[src/rtl/ps2_kbd_tx.sv]
// ps2_kbd_tx: PS/2 keyboard device transmitter; sends 1-3 framed bytes per key event.
module ps2_kbd_tx #(
    parameter int CLK_DIV = 50,
    parameter int GAP_CYC = 100
) (
    input  logic       clk,
    input  logic       rst,
    input  logic       key_valid,
    input  logic [7:0] key_code,
    input  logic       key_ext,
    input  logic       key_release,
    output logic       key_ready,
    output logic       key_done,
    output logic       ps2_clk,
    output logic       ps2_dat
);
    typedef enum logic [1:0] {IDLE, SHIFT, GAP} state_t;

    localparam int PW = $clog2(2 * CLK_DIV);
    localparam int GW = $clog2(GAP_CYC + 1);
    localparam logic [PW-1:0] PH_HALF  = PW'(CLK_DIV);
    localparam logic [PW-1:0] PH_LAST  = PW'(2 * CLK_DIV - 1);
    localparam logic [GW-1:0] GAP_LAST = GW'(GAP_CYC);

    state_t        state;
    logic [PW-1:0] phase;
    logic [3:0]    bit_idx;
    logic [GW-1:0] gap_cnt;
    logic [1:0]    byte_cnt;
    logic [7:0]    code;
    logic          ext;
    logic          rel;
    logic [7:0]    cur_byte;
    logic [10:0]   frame;
    logic [1:0]    last_byte;
    logic          accept;

    // Pick the byte being sent (E0, F0 or the code) and build its 11-bit frame.
    always_comb begin
        last_byte = {1'b0, ext} + {1'b0, rel};
        cur_byte  = (ext && byte_cnt == 2'd0) ? 8'hE0 :
                    (rel && byte_cnt == {1'b0, ext}) ? 8'hF0 : code;
        frame     = {1'b1, ~^cur_byte, cur_byte, 1'b0};
        accept    = key_valid & key_ready;
    end

    // Event FSM: serialises each frame, then holds the line idle for the gap.
    // The gap's final edge launches the next start bit directly so frames stay
    // exactly GAP_CYC idle cycles apart within one event.
    always_ff @(posedge clk or posedge rst) begin
        if (rst) begin
            state     <= IDLE;
            phase     <= '0;
            bit_idx   <= '0;
            gap_cnt   <= '0;
            byte_cnt  <= '0;
            code      <= '0;
            ext       <= 1'b0;
            rel       <= 1'b0;
            key_ready <= 1'b1;
            key_done  <= 1'b0;
            ps2_clk   <= 1'b1;
            ps2_dat   <= 1'b1;
        end else begin
            key_done <= 1'b0;
            case (state)
                IDLE: begin
                    if (accept) begin
                        state     <= SHIFT;
                        code      <= key_code;
                        ext       <= key_ext;
                        rel       <= key_release;
                        phase     <= '0;
                        bit_idx   <= '0;
                        byte_cnt  <= '0;
                        key_ready <= 1'b0;
                    end
                end
                SHIFT: begin
                    ps2_dat <= frame[bit_idx];
                    ps2_clk <= phase < PH_HALF;
                    if (phase == PH_LAST) begin
                        phase <= '0;
                        if (bit_idx == 4'd10) begin
                            state   <= GAP;
                            gap_cnt <= '0;
                        end else begin
                            bit_idx <= bit_idx + 4'd1;
                        end
                    end else begin
                        phase <= phase + PW'(1);
                    end
                end
                GAP: begin
                    ps2_clk <= 1'b1;
                    ps2_dat <= 1'b1;
                    if (gap_cnt == GAP_LAST) begin
                        gap_cnt <= '0;
                        if (byte_cnt == last_byte) begin
                            state     <= IDLE;
                            key_done  <= 1'b1;
                            key_ready <= 1'b1;
                        end else begin
                            state    <= SHIFT;
                            byte_cnt <= byte_cnt + 2'd1;
                            bit_idx  <= '0;
                            phase    <= PW'(1);
                            ps2_dat  <= 1'b0;
                        end
                    end else begin
                        gap_cnt <= gap_cnt + GW'(1);
                    end
                end
                default: state <= IDLE;
            endcase
        end
    end
endmodule

[config.mk]
export PLATFORM = sky130hd
export DESIGN_NAME = ps2_kbd_tx
export DESIGN_NICKNAME = d
export VERILOG_FILES = /design/src/rtl/ps2_kbd_tx.sv
export SDC_FILE = /design/constraint.sdc
export NUM_CORES = 1
export LEC_CHECK = 0
export ABC_AREA = 0
export BUFFER_PORTS_ARGS = -buffer_cell sky130_fd_sc_hd__buf_2
export CELL_PAD_IN_SITES_DETAIL_PLACEMENT = 0
export CELL_PAD_IN_SITES_GLOBAL_PLACEMENT = 1
export CORE_MARGIN = 10
export CORE_UTILIZATION = 42
export CTS_BUF_LIST = sky130_fd_sc_hd__clkbuf_16
export DETAILED_ROUTE_END_ITERATION = 7
export GPL_ROUTABILITY_DRIVEN = 0
export PLACE_DENSITY = 0.8
export SLEW_MARGIN = 40
export SYNTH_ARGS = -nofsm -noshare
export SYNTH_HDL_FRONTEND = slang
export SYNTH_SLANG_ARGS = --single-unit
[constraint.sdc]
create_clock -name clk -period 1.9 [get_ports clk]
set_input_delay 0.19 -clock clk [delete_from_list [all_inputs] [get_ports clk]]
set_output_delay 0.19 -clock clk [all_outputs]
set_load 0.01 [all_outputs]
==> results.md <==
- Iteration-0 DRC Markers: 66
- Hold Slack: 0.0112 ns
- FP Rows: 26
- Critical path data required time: 2.06 ns
- Final setup viols: 0
- Syn Area/Cell: 9.61 um2
- Tcrit/Tclk final: 0.998
- Initial antenna violation count: 0
- Final net count: 303
- Clk root buf: clkbuf_16
- Final hold viol count: 0
- H-Tree Depth: 2
- PortBufs: 16
- WL final: 4830 um
- Clk Latency, worst-skew pair: 0.28 ns
- Remaining Overflow, GRT: 0
- Inserted Clock Buffers: 5
- Number of routed nets with antenna violations: 0
- Worst-case clock buffer depth: 2
- Slew Limit Fails: 0
- Primary FF master, synth: dfrtp_1
- DR WL/cell: 13.9 um
- Synthesis warning total: 0
- Starting Density: 0.433
- Clock sinks: 36
- Global-route wire length before repair: 8690 um
- Synth top area share: 0.374
- Post-DP HPWL: 3480 um
- Flops & latches, synth: 36
- Io pins: 17
- Post-synthesis sequential area ratio: 0.409
- Layout cell share with drive strength beyond 1: 0.327
- Vias in the first global route: 1834
- Fill count: 479
- Top cells by area, synth: dfrtp_1 37%, ha_1 6.8%, mux2_2 5.6%, o21ai_1 4.3%, dfstp_2 3.6%
- Core Footprint: 0.00511 mm2
- DIE AREA: 0.00857 mm2
- Largest net degree at the start of global routing: 37
- Syn Std Cell Area: 0.00221 mm2
- Die X-Extent: 92.6 um
- Number of flops mapped to enable cells by yosys: 0
- P&R area growth vs syn: 27.0%
- Synth cell types: 48
- Slew HR: 0.689
- Crit. End Element: register
- Clock skew: 0.00302 ns
- DR vias/cell: 5.15
- Syn Nets: 255
- Critical path launch point type: register
- CP max FO: 2
- Post-CTS Hold Buffers: 0
- Top post-synthesis cells by count: 33 x dfrtp_1, 20 x nand2_1, 19 x o21ai_1
- CP Class: reg2reg
- Post-route DRC: 0
- Most frequent cell after synthesis: dfrtp_1
- Status: finished, final reports clean
- Post-synth ARST share: 1.00
- Worst-Margin Slew: 0.467 ns
- Pre-antenna DRT Iters: 4
- Die Ht: 92.6 um
- Post-synth top area cell: dfrtp_1
- CTS tree: built
- Max Fclk: 0.527 GHz
- Power Dens Cells: 554 mW/mm2
- VDD IR max: 0.000323 V
- Max Cap Violations: 0
- Vias: 1793
- Mapped Cells: 230
- CP Data Arrival Time: 2.06 ns
- # diodes: 0
- Total Routing Usage GR: 0.122
- Worst Hold Class: in2async
- Final Util: 0.550
- Leak pwr: 1.30 nW
- Unrepaired setup endpoints after global routing: yes
- Final Critical Period: 1.90 ns
- CTS clock-pin slew for the worst setup and hold paths: 0.05 ns
==> worst paths after layout <==
check / start / to / slack, ns / depth (start not counted)
hold / removal: rst / code[5] / 0.01 / 3
hold reg to reg: ps2_clk / ps2_clk / 0.49 / 2
max in group asynchronous: rst / ps2_clk / 1.53 / 3
min in group clk: key_code[3] / code[3] / 0.14 / 2
setup / recovery: rel / bit_idx[1] / 0.003 / 7
setup reg to reg: rel / bit_idx[1] / 0.003 / 7
==> report_power, final <==
part	switching (mW)	internal, mW
Sequential	0	0.768
Clock	0.291	0.469
Combinational	0.0185	0.0102
Total	0.309	1.25
==> cell type report <==
type / instances / area [um2] / area share
Clock buffer: 5 / 125 / 0.0446
Multi-Input combinational cell: 176 / 1320 / 0.471
Timing Repair Buffer: 47 / 313 / 0.111
Inverter: 12 / 45.0 / 0.0160
Tap cell: 70 / 87.6 / 0.0312
Clock inverter: 2 / 7.51 / 0.00267
Sequential cell: 36 / 906 / 0.323
==> worst max-delay path, cell delays in order (launching register included) <==
cell and delay, ns:
dfrtp_1 0.41, ha_4 0.29, xor2_2 0.16, o211ai_1 0.12, a21oi_1 0.16, o211ai_1 0.13
a21oi_2 0.19, mux2_4 0.31
==> sequential cells by signal, indices dropped and copies added, names as in the netlist <==
name       count
key_ready      1
ps2_dat        1
key_done       1
gap_cnt        7
bit_idx        4
code           8
phase          7
ps2_clk        1
rel            1
ext            1
state          2
byte_cnt       2
==> metrics by stage <==
stage	TNS [ns]	std cells	area (um2)	worst slack, ns	power [mW]
after floorplan	0	230	2210	0.000879	0.792
after global placement	0	335	2540	0.0190	0.810
after detailed placement	-0.00560	335	2540	-0.00560	0.811
after CTS	-0.0138	343	2690	-0.0138	1.58
after global routing	-0.499	348	2810	-0.113	1.62
final	0	348	2810	0.00302	1.56
==> routing by layer <==
metal / GRT usage / vias to the layer above / routed length [um]
met3: 0.0210 / 6 / 152
li1: - / 920 / -
met1: 0.161 / 838 / 2320
met5: 0 / - / 0
met2: 0.192 / 29 / 2290
met4: 0.0501 / 0 / 76
==> layout by cell type (no fill, tap or decap), types with 2 or more instances in the layout <==
cell / Yosys / routed
nand2_1: 20 / 20
xor2_1: 4 / 3
clkbuf_16: 0 / 5
a21o_1: 4 / 4
xnor2_1: 3 / 3
mux2i_1: 3 / 3
nor2_1: 15 / 15
dfrtp_1: 33 / 32
ha_1: 12 / 10
buf_2: 3 / 16
and3_1: 5 / 5
mux2_2: 11 / 11
nand3_1: 9 / 9
o211ai_1: 3 / 3
inv_1: 11 / 11
dfstp_2: 3 / 3
ha_4: 0 / 2
buf_4: 0 / 31
a21oi_2: 1 / 2
nand4_1: 4 / 4
nor3_1: 4 / 4
nor2b_1: 6 / 4
o21ai_1: 19 / 20
clkinv_1: 0 / 2
nor2b_2: 0 / 2
a31oi_1: 4 / 4
nand2b_1: 5 / 5
o21ai_0: 9 / 7
and2_1: 2 / 2
a21oi_1: 8 / 7
==> kinds of logic (layout without fill, tap and decap cells) <==
group           Yosys count  count (layout)  share of synthesized area
compound gates           62              62                      0.180
fa+ha+maj                12              12                     0.0679
mux                      15              15                     0.0747
buf+inv                  18              66                     0.0323
xor+xnor                  8               8                     0.0379
flops                    36              36                      0.409
simple gates             79              79                      0.198
==> timing repair <==
action | 4_1_cts | 5_1_grt
pin swaps | 6 | 15
setup buffers | 1 | 5
setup endpoints to repair | 5 | 17
resized for setup | 3 | 15
gates cloned | 0 | 0
Power figures use the tool's default switching activity.
